<file path="config.mk">
export PLATFORM = sky130hd
export DESIGN_NAME = instr_fetch_unit
export DESIGN_NICKNAME = d
export VERILOG_FILES = /design/src/rtl/fetch_pkg.sv /design/src/rtl/fetch_fifo.sv /design/src/rtl/instr_fetch_unit.sv
export SDC_FILE = /design/constraint.sdc
export NUM_CORES = 1
export LEC_CHECK = 0
export ABC_CLOCK_PERIOD_IN_PS = 3850
export CAP_MARGIN = 20
export CORE_MARGIN = 2
export CORE_UTILIZATION = 40
export DETAILED_ROUTE_END_ITERATION = 6
export PLACE_DENSITY = 0.72
export SYNTH_ARGS = -nofsm -noshare
export SYNTH_HDL_FRONTEND = slang
export SYNTH_SLANG_ARGS = --single-unit
</file>
<file path="constraint.sdc">
create_clock -name clk -period 3.85 [get_ports clk]
set_input_delay 0.9625 -clock clk [delete_from_list [all_inputs] [get_ports clk]]
set_output_delay 0.9625 -clock clk [all_outputs]
set_load 0.01 [all_outputs]
</file>
<file path="src/rtl/fetch_pkg.sv">
// fetch_pkg: shared types and helpers for the instruction fetch front end.
//   fetch_state_t : request FSM states (REQ, WAIT, DISCARD)
//   fetch_entry_t : default-width prefetch entry {addr, instr}
//   opcode_of / operand_of : field extraction from an instruction word of
//                            run-time width, zero-extended to MAX_INSTR_W
package fetch_pkg;

  localparam int OPCODE_W    = 8;
  localparam int DEF_ADDR_W  = 8;
  localparam int DEF_INSTR_W = 16;
  localparam int MAX_INSTR_W = 64;

  typedef enum logic [1:0] {
    REQ     = 2'd0,
    WAIT    = 2'd1,
    DISCARD = 2'd2
  } fetch_state_t;

  typedef struct packed {
    logic [DEF_ADDR_W-1:0]  addr;
    logic [DEF_INSTR_W-1:0] instr;
  } fetch_entry_t;

  // Opcode lives in the top OPCODE_W bits of an instr_w-bit word.
  function automatic logic [OPCODE_W-1:0] opcode_of(input logic [MAX_INSTR_W-1:0] word,
                                                    input int instr_w);
    return OPCODE_W'(word >> (instr_w - OPCODE_W));
  endfunction

  // Operand is everything below the opcode.
  function automatic logic [MAX_INSTR_W-1:0] operand_of(input logic [MAX_INSTR_W-1:0] word,
                                                       input int instr_w);
    return word & ((MAX_INSTR_W'(1) << (instr_w - OPCODE_W)) - MAX_INSTR_W'(1));
  endfunction

endpackage

</file>
<file path="src/rtl/fetch_fifo.sv">
// fetch_fifo: synchronous FIFO holding prefetched instruction entries.
//   clk, rst       : clock, synchronous active-high reset
//   push/push_data : write an entry
//   pop            : drop the head entry (ignored when empty)
//   flush          : empty the FIFO; wins over push and pop
//   head           : current head entry (valid when !empty)
//   count/full/empty : occupancy
// DEPTH must be a power of two so the pointers wrap naturally.
module fetch_fifo
  import fetch_pkg::*;
#(
  parameter int  DEPTH   = 2,
  parameter type entry_t = fetch_entry_t
) (
  input  logic                   clk,
  input  logic                   rst,
  input  logic                   push,
  input  entry_t                 push_data,
  input  logic                   pop,
  input  logic                   flush,
  output entry_t                 head,
  output logic [$clog2(DEPTH):0] count,
  output logic                   full,
  output logic                   empty
);

  localparam int PTR_W = $clog2(DEPTH);

  entry_t           mem [DEPTH];
  logic [PTR_W-1:0] wr_ptr_reg;
  logic [PTR_W-1:0] rd_ptr_reg;
  logic [PTR_W:0]   count_reg;
  logic             do_push;
  logic             do_pop;

  assign do_pop  = pop && !empty;
  // A push into a full FIFO is only legal if the head leaves in the same cycle.
  assign do_push = push && (!full || do_pop);

  always_ff @(posedge clk) begin
    if (do_push) begin
      mem[wr_ptr_reg] <= push_data;
    end
  end

  always_ff @(posedge clk) begin
    if (rst || flush) begin
      wr_ptr_reg <= '0;
      rd_ptr_reg <= '0;
      count_reg  <= '0;
    end else begin
      if (do_push) wr_ptr_reg <= wr_ptr_reg + 1'b1;
      if (do_pop)  rd_ptr_reg <= rd_ptr_reg + 1'b1;
      case ({do_push, do_pop})
        2'b10:   count_reg <= count_reg + 1'b1;
        2'b01:   count_reg <= count_reg - 1'b1;
        default: count_reg <= count_reg;
      endcase
    end
  end

  assign head  = mem[rd_ptr_reg];
  assign count = count_reg;
  assign full  = (count_reg == (PTR_W+1)'(DEPTH));
  assign empty = (count_reg == '0);

endmodule

</file>
<file path="src/rtl/instr_fetch_unit.sv">
// instr_fetch_unit: pipeline front end. Keeps the PC, issues one outstanding
// read at a time to instruction memory, buffers returned words with their
// fetch address and hands {pc, opcode, operand} to decode over valid/ready.
// Branch redirects flush the buffer and drop any stale in-flight word.
//   clk, rst                      : clock, synchronous active-high reset
//   imem_req/imem_addr/imem_gnt   : request channel (transfer on req && gnt)
//   imem_rvalid/imem_rdata        : response channel
//   dec_valid/dec_ready           : decode handshake
//   dec_opcode/dec_operand/dec_pc : presented instruction (zero when !dec_valid)
//   br_taken/br_target            : redirect from branch resolution
// Build option FETCH_BYPASS_EN: a word returning into an empty buffer is
// presented to decode in the same cycle, and is only buffered if decode
// does not take it.
module instr_fetch_unit
  import fetch_pkg::*;
#(
  parameter int          ADDR_W     = 8,
  parameter int          INSTR_W    = 16,
  parameter int          FIFO_DEPTH = 2,
  parameter int unsigned RESET_PC   = 0
) (
  input  logic               clk,
  input  logic               rst,
  output logic               imem_req,
  output logic [ADDR_W-1:0]  imem_addr,
  input  logic               imem_gnt,
  input  logic               imem_rvalid,
  input  logic [INSTR_W-1:0] imem_rdata,
  output logic               dec_valid,
  input  logic               dec_ready,
  output logic [7:0]         dec_opcode,
  output logic [INSTR_W-9:0] dec_operand,
  output logic [ADDR_W-1:0]  dec_pc,
  input  logic               br_taken,
  input  logic [ADDR_W-1:0]  br_target
);

  localparam int OPND_W = INSTR_W - OPCODE_W;
  localparam int CNT_W  = $clog2(FIFO_DEPTH) + 1;

  typedef struct packed {
    logic [ADDR_W-1:0]  addr;
    logic [INSTR_W-1:0] instr;
  } entry_t;

  fetch_state_t      state_reg;
  logic [ADDR_W-1:0] pc_reg;
  logic [ADDR_W-1:0] inflight_addr_reg;

  logic              fifo_push;
  logic              fifo_pop;
  entry_t            fifo_wdata;
  entry_t            fifo_head;
  logic [CNT_W-1:0]  fifo_count;
  logic              fifo_full;
  logic              fifo_empty;

  logic              grant;
  logic              word_keep;
  logic              out_valid;
  entry_t            out_entry;

  // Only REQ has nothing outstanding, so the room check reduces to count.
  assign imem_req  = !rst && (state_reg == REQ) && (fifo_count < CNT_W'(FIFO_DEPTH));
  assign imem_addr = pc_reg;
  assign grant     = imem_req && imem_gnt;

  // A returning word is wanted only if we are waiting for it and no redirect
  // is invalidating it this very cycle.
  assign word_keep  = (state_reg == WAIT) && imem_rvalid && !br_taken;
  assign fifo_wdata = '{addr: inflight_addr_reg, instr: imem_rdata};
  assign fifo_pop   = !fifo_empty && dec_ready;

`ifdef FETCH_BYPASS_EN
  logic bypass_hit;
  assign bypass_hit = word_keep && fifo_empty;
  assign out_valid  = !fifo_empty || bypass_hit;
  assign out_entry  = bypass_hit ? fifo_wdata : fifo_head;
  assign fifo_push  = word_keep && !(bypass_hit && dec_ready);
`else
  assign out_valid  = !fifo_empty;
  assign out_entry  = fifo_head;
  assign fifo_push  = word_keep;
`endif

  assign dec_valid   = !rst && out_valid;
  assign dec_pc      = dec_valid ? out_entry.addr : '0;
  assign dec_opcode  = dec_valid ? opcode_of(MAX_INSTR_W'(out_entry.instr), INSTR_W) : '0;
  assign dec_operand = dec_valid ?
                       OPND_W'(operand_of(MAX_INSTR_W'(out_entry.instr), INSTR_W)) : '0;

  always_ff @(posedge clk) begin
    if (rst) begin
      state_reg         <= REQ;
      pc_reg            <= ADDR_W'(RESET_PC);
      inflight_addr_reg <= '0;
    end else if (br_taken) begin
      pc_reg <= br_target;
      case (state_reg)
        // A grant coinciding with the redirect fetched from the old stream.
        REQ:     state_reg <= grant ? DISCARD : REQ;
        // In WAIT/DISCARD a response this cycle retires the outstanding read.
        default: state_reg <= imem_rvalid ? REQ : DISCARD;
      endcase
    end else begin
      case (state_reg)
        REQ: begin
          if (grant) begin
            inflight_addr_reg <= pc_reg;
            pc_reg            <= pc_reg + 1'b1;
            state_reg         <= WAIT;
          end
        end
        WAIT:    if (imem_rvalid) state_reg <= REQ;
        DISCARD: if (imem_rvalid) state_reg <= REQ;
        default: state_reg <= REQ;
      endcase
    end
  end

  fetch_fifo #(
    .DEPTH   (FIFO_DEPTH),
    .entry_t (entry_t)
  ) u_fifo (
    .clk       (clk),
    .rst       (rst),
    .push      (fifo_push),
    .push_data (fifo_wdata),
    .pop       (fifo_pop),
    .flush     (br_taken),
    .head      (fifo_head),
    .count     (fifo_count),
    .full      (fifo_full),
    .empty     (fifo_empty)
  );

endmodule

</file>
==> After elaboration in Yosys (flattened, before gate mapping) <==
Memory sizes are Yosys's and may differ from the RTL's. A register that Yosys moved wholly into a read port is not among the register bits.
Index checks and enable logic that the tools add are counted.
{ "word_totals": {"register_bits": 22, "latchBits": 0, "mem_bits_rw": 48, "rom_bits": 0, "input_bits": 30, "memories": 1} }
{ "mem_list": {"columns": ["name", "depth", "width", "read_ports", "rd_clocked_by_memory_dff", "write_ports", "line", "text"], "rows": [
  ["u_fifo.mem", 2, 24, 1, 1, 1, "fetch_fifo.sv:29", "entry_t mem [DEPTH];"]
]} }
{ "classes": {"n_addsub": 5, "n_mul": 0, "n_div": 0, "order_cmp": 1, "eq_ne": 7, "shifts": 0, "mux": 18, "bitwise_logic": 1, "reduce_logical": 24} }
{ "op_table": {"columns": ["op", "count"], "rows": [
  ["$mux W8", 6],
  ["$mux W2", 6],
  ["$logic_and A1 B1 Y1", 9],
  ["$add A8 B1 Y8 const B", 1],
  ["$pmux W2 S2", 2],
  ["$eq A2 B2 Y1 const B", 3],
  ["$reduce_bool A2 Y1", 3],
  ["$eq A2 B1 Y1 const B", 2],
  ["$logic_not A1 Y1", 4],
  ["$logic_not A2 Y1", 2],
  ["$mux W1", 4],
  ["$reduce_and A2 Y1", 2],
  ["$ne A3 B1 Y1 const B", 1],
  ["$ne A3 B3 Y1 const B", 1],
  ["$reduce_and A3 Y1", 1],
  ["$add A1 B1 Y1 const B", 2],
  ["$add A2 B1 Y2 const B", 1],
  ["$logic_or A1 B1 Y1", 2],
  ["$lt A2 B2 Y1 const B", 1],
  ["$reduce_or A2 Y1", 1],
  ["$sub A2 B1 Y2 const B", 1],
  ["$not A1 Y1", 1]
]} }

==> Longest topological paths before layout <==
{ "depth": {"word_depth": 8, "ltp_mapped": 7, "mapped_depth_nobuf": 6} }

==> By module <==
From an unflattened synthesis, not the netlist that was laid out.
{ "hier_totals": {"cells_unflattened": 248, "area_unflattened_um2": 3094.2} }
{ "modules_own_cells": {"columns": ["module", "n_inst", "cells_each", "area_per_inst_um2"], "rows": [
  ["fetch_fifo", 1, 107, 1996.9],
  ["instr_fetch_unit", 1, 141, 1097.3]
]} }

==> Worst setup path before layout <==
No wires, ideal clock.
{ "synth_path": {"kind": "input-to-reg", "from": "input br_taken", "to": "memory u_fifo.mem[0][0] in the netlist's numbering, enable pin", "setup_ps": 408, "arrival_ps": 2690, "path_slack_ps": 753, "stages": 4, "path_buffers": 1, "cell_sequence": "buf_2 nand3b_4 a21oi_1 nor2b_1"} }
{ "synth_between": {"elab_chain_cells": 5} }
{ "synth_lines": {"columns": ["item", "line", "text"], "rows": [
  ["start: declaration", "instr_fetch_unit.sv:34", "input logic br_taken,"],
  ["$logic_not A1 Y1", "instr_fetch_unit.sv:70", "assign word_keep = (state_reg == WAIT) && imem_rvalid && !br_taken;"],
  ["$logic_and A1 B1 Y1", "instr_fetch_unit.sv:70", null],
  ["$logic_and A1 B1 Y1", "fetch_fifo.sv:38", "assign do_push = push && (!full || do_pop);"],
  ["$mux W1", "fetch_fifo.sv:41", "if (do_push) begin"],
  ["$mux W1 (implied by the code)", "fetch_fifo.sv:42", "mem[wr_ptr_reg] <= push_data;"],
  ["end: declaration", "fetch_fifo.sv:29", null]
]} }
No other way between the ends.

==> Worst setup path after layout <==
{ "layout_path": {"from": "input rst", "to": "output dec_pc[0]"} }
{ "layout_between": {"elab_chain_cells": 3} }
{ "layout_lines": {"columns": ["item", "line", "text"], "rows": [
  ["start: declaration", "instr_fetch_unit.sv:23", "input logic rst,"],
  ["$logic_not A1 Y1", "instr_fetch_unit.sv:86", "assign dec_valid = !rst && out_valid;"],
  ["$logic_and A1 B1 Y1", "instr_fetch_unit.sv:86", null],
  ["$mux W8", "instr_fetch_unit.sv:87", "assign dec_pc = dec_valid ? out_entry.addr : '0;"],
  ["end: declaration", "instr_fetch_unit.sv:33", "output logic [ADDR_W-1:0] dec_pc,"]
]} }
No other way between the ends.

==> summary.txt <==
Run status
  • Outcome: completed

CTS
  • Cts-stage hold buffer count: 0
  • Reg clk slew, reported paths: approximately 0.07 ns
  • Clk_lat worst skew: between 0.3 and 0.4 ns
  • H-tree levels: 3
  • TritonCTS clock tree: done
  • Clock Path Buffers: 2
  • CTS buffer count: 9
  • Cts repair resizes: 0
  • Setup Buffers After CTS: 0
  • CTS sink cnt: a little over 70
  • Root buf cell: clkbuf_8

Layout
  • ANT cells: 0
  • Layout cell share with drive strength beyond 1: roughly 8.6%
  • Nets@finish: 331
  • Fill cell count: between 600 and 700
  • Max reg flops: 48
  • Area growth syn-to-layout: 32.11%

Synth
  • Leading area contributor after synthesis: edfxtp_1
  • Syn_area_per_cell: 12.88 µm²
  • Post-synth top cells: edfxtp_1 (48), nor2_1 (39), mux2i_1 (35)
  • Post-synthesis async set-or-reset flop share: 0%
  • Share of the synthesized area in the top cell type: between 40% and 50%
  • Dominant cell by count in the synthesized netlist: edfxtp_1
  • Post-Syn Nets: 265
  • Synth Warn #: 0
  • Seq/Total Area, Yosys: ~64%
  • Prevailing post-synth register cell: edfxtp_1
  • Yosys reg bits: 71
  • EDFF count, synth: 48
  • Mapped Area: 2989 µm²
  • Distinct cells, synth: 34
  • Post-Syn Instances: approximately 230
  • Synth area leaders: edfxtp_1 (48%), dfxtp_1 (15%), mux2i_1 (12%)

Setup path
  • Slowest cell on crit path: clkdlybuf4s50_1
  • Worst setup SP type: input pin
  • Buf/Inv on CP: 3
  • Worst-case reg-to-reg path depth: 5
  • Worst-path cell chain: clkdlybuf4s50_1, o21bai_2, buf_8, nor2_1, clkdlybuf4s50_1
  • Instance count on the critical path: 5
  • CP Max Fanout: 19
  • Worst Path Arrival: approximately 2.6 ns
  • Worst r2r src: state_reg[1]$_SDFFE_PP0P_
  • Most common cell on crit path: clkdlybuf4s50_1
  • Path type of the worst setup path: input pin to output pin
  • CP Data Required Time: 2.89 ns
  • Cell family with most CP delay: buffers and inverters
  • Crit path to: dec_pc[0]
  • Internal reg-to-reg setup slack: roughly 2 ns
  • Max stage delay on crit path: between 0.5 and 0.6 ns
  • Worst Setup End Kind: output pin
  • Reg2reg end: imem_addr[7]$_SDFFE_PP0P_
  • Critical Path Start: rst

Timing
  • Setup TNS: 0 ns
  • Crit share post-route: between 90% and 100%
  • Min Tclk post-route: between 3 and 4 ns
  • Worst setup margin: a little under 0.3 ns
  • Slew HR: about 67%
  • Hold Vio Cnt, Final: 0
  • Unrepaired setup endpoints after global routing: false
  • Final setup viols: 0
  • Highest clock rate: 281.3 MHz
  • Max Transition Viols Final: 0
  • Worst slew pin tran: between 0.4 and 0.5 ns
  • Worst clock skew: approximately 0.0087 ns

Flow run
  • Max-cap violations: 0

Global routing
  • Tot GR Track Use: between 10% and 20%
  • Initial antenna violation count: 0
  • First-pass GRT wire length: around 9.0 mm
  • Vias in the first global route: slightly below 2000
  • Grt total ovfl: 0
  • Largest net degree at the start of global routing: 26

Pwr
  • VDD IR max: between 0.00015 and 0.0002 V
  • PwrDens: between 300 and 400 nW/µm²
  • Pleak: around 1.3 nW
  • Total power: around 1.6 mW

Floorplan
  • Row count: 31
  • Initial Util: around two fifths
  • Die W: 90.45 µm
  • Core ar.: just over 7000 µm²
  • Die Area: about 8200 µm²
  • Die H: about 90 µm
  • I/O pin count: 64

Worst hold path
  • Hold WC Path Type: flip-flop to flip-flop

Routing
  • Detailed Route Iter0 Violations: between 50 and 60
  • Metal2 WL: approximately 2.4 mm
  • Routed via count: 1879
  • Met1 WL: approximately 2.5 mm
  • WL per Instance: 13.21 µm
  • ANT nets after route: 0
  • DR pass1 iterations: 4
  • Met3 wire len: between 300 and 400 µm
  • Uppermost layer routed: met4
  • Wirelength, routed: approximately 5.3 mm
  • DRC viols: 0
  • Via density: between 4 and 5

Placement
  • IO buf count: 63
  • Hpwl dp: roughly 3.5 mm
  • Post-place setup slack: 0.1866 ns
  • RePlAce Congestion: about 0.75
-- through the flow --
step	area [µm²]	util [%]	cells	hold slack, ns
floorplan	2989	-	232	0.4249
global placement	3707	51.11	385	0.4403
detailed placement	3707	51.11	385	0.4473
CTS	3934	54.23	401	0.4614
global route	3949	54.44	402	0.4675
finish	3949	54.44	402	0.4593
-- metal layers --
layer / track usage [%] / up-vias
met5: 0 / -
met4: 5.769 / 0
met3: 4.424 / 4
met2: 22.06 / 61
met1: 18.12 / 860
li1: - / 954
-- power breakdown --
part           internal [mW]  switching (mW)  total [mW]
clock                  0.373           0.264       0.637
sequential             0.822          0.0117       0.834
combinational         0.0638          0.0431       0.107
total                   1.26           0.319        1.58
-- cell usage in the layout (no fill, tap or decap), types with 2 or more instances in the layout --
cell type,netlist,routed
inv_1,9,9
dfxtp_1,23,23
o21ai_0,3,3
nand4_1,4,4
ha_1,3,3
xnor2_1,8,8
nand2_1,5,5
clkbuf_8,0,11
mux2i_1,35,35
o31a_1,2,2
nand3_1,3,3
edfxtp_1,48,48
nor2_1,39,39
clkdlybuf4s50_1,0,63
a21oi_1,12,12
o21a_1,6,6
nand2b_1,2,2
buf_4,1,5
-- cells by family (layout without fill, tap and decap cells) --
| kind of cell | count (synthesis) | count (layout) | synth area share, % |
|---|---|---|---|
| DFF | 71 | 71 | 63.62 |
| and+or+nand+nor | 66 | 66 | 11.72 |
| muxes | 36 | 36 | 12.10 |
| AOI/OAI and AO/OA | 24 | 24 | 4.856 |
| buffers and inverters | 23 | 94 | 3.809 |
| xor gates and xnor gates | 9 | 9 | 2.637 |
| adders and majority gates | 3 | 3 | 1.256 |
-- how the worst min path moves through the flow --
stage | from | to | slack, ns | depth (start not counted)
2_1_floorplan | inflight_addr_reg[0]$_SDFFE_PP0P_ | u_fifo.mem[0][16]$_DFFE_PP_ | 0.42 | 0
3_3_place_gp | inflight_addr_reg[1]$_SDFFE_PP0P_ | u_fifo.mem[0][17]$_DFFE_PP_ | 0.44 | 0
3_5_place_dp | inflight_addr_reg[1]$_SDFFE_PP0P_ | u_fifo.mem[1][17]$_DFFE_PP_ | 0.45 | 0
4_1_cts | inflight_addr_reg[1]$_SDFFE_PP0P_ | u_fifo.mem[0][17]$_DFFE_PP_ | 0.46 | 0
5_1_grt | inflight_addr_reg[5]$_SDFFE_PP0P_ | u_fifo.mem[0][21]$_DFFE_PP_ | 0.47 | 0
6_report | inflight_addr_reg[5]$_SDFFE_PP0P_ | u_fifo.mem[0][21]$_DFFE_PP_ | 0.46 | 0
-- final cells by class --
type	count	area, µm²	share of cell area, %
sequential	71	1902	48.16
clock buffer	12	176.4	4.468
timing repair buffer	69	683.2	17.30
tap	99	123.9	3.137
multi-input combinational	138	979.7	24.81
clock inverter	4	50.05	1.267
inverter	9	33.78	0.8555
Note: power is estimated with default switching activity, not from simulation.
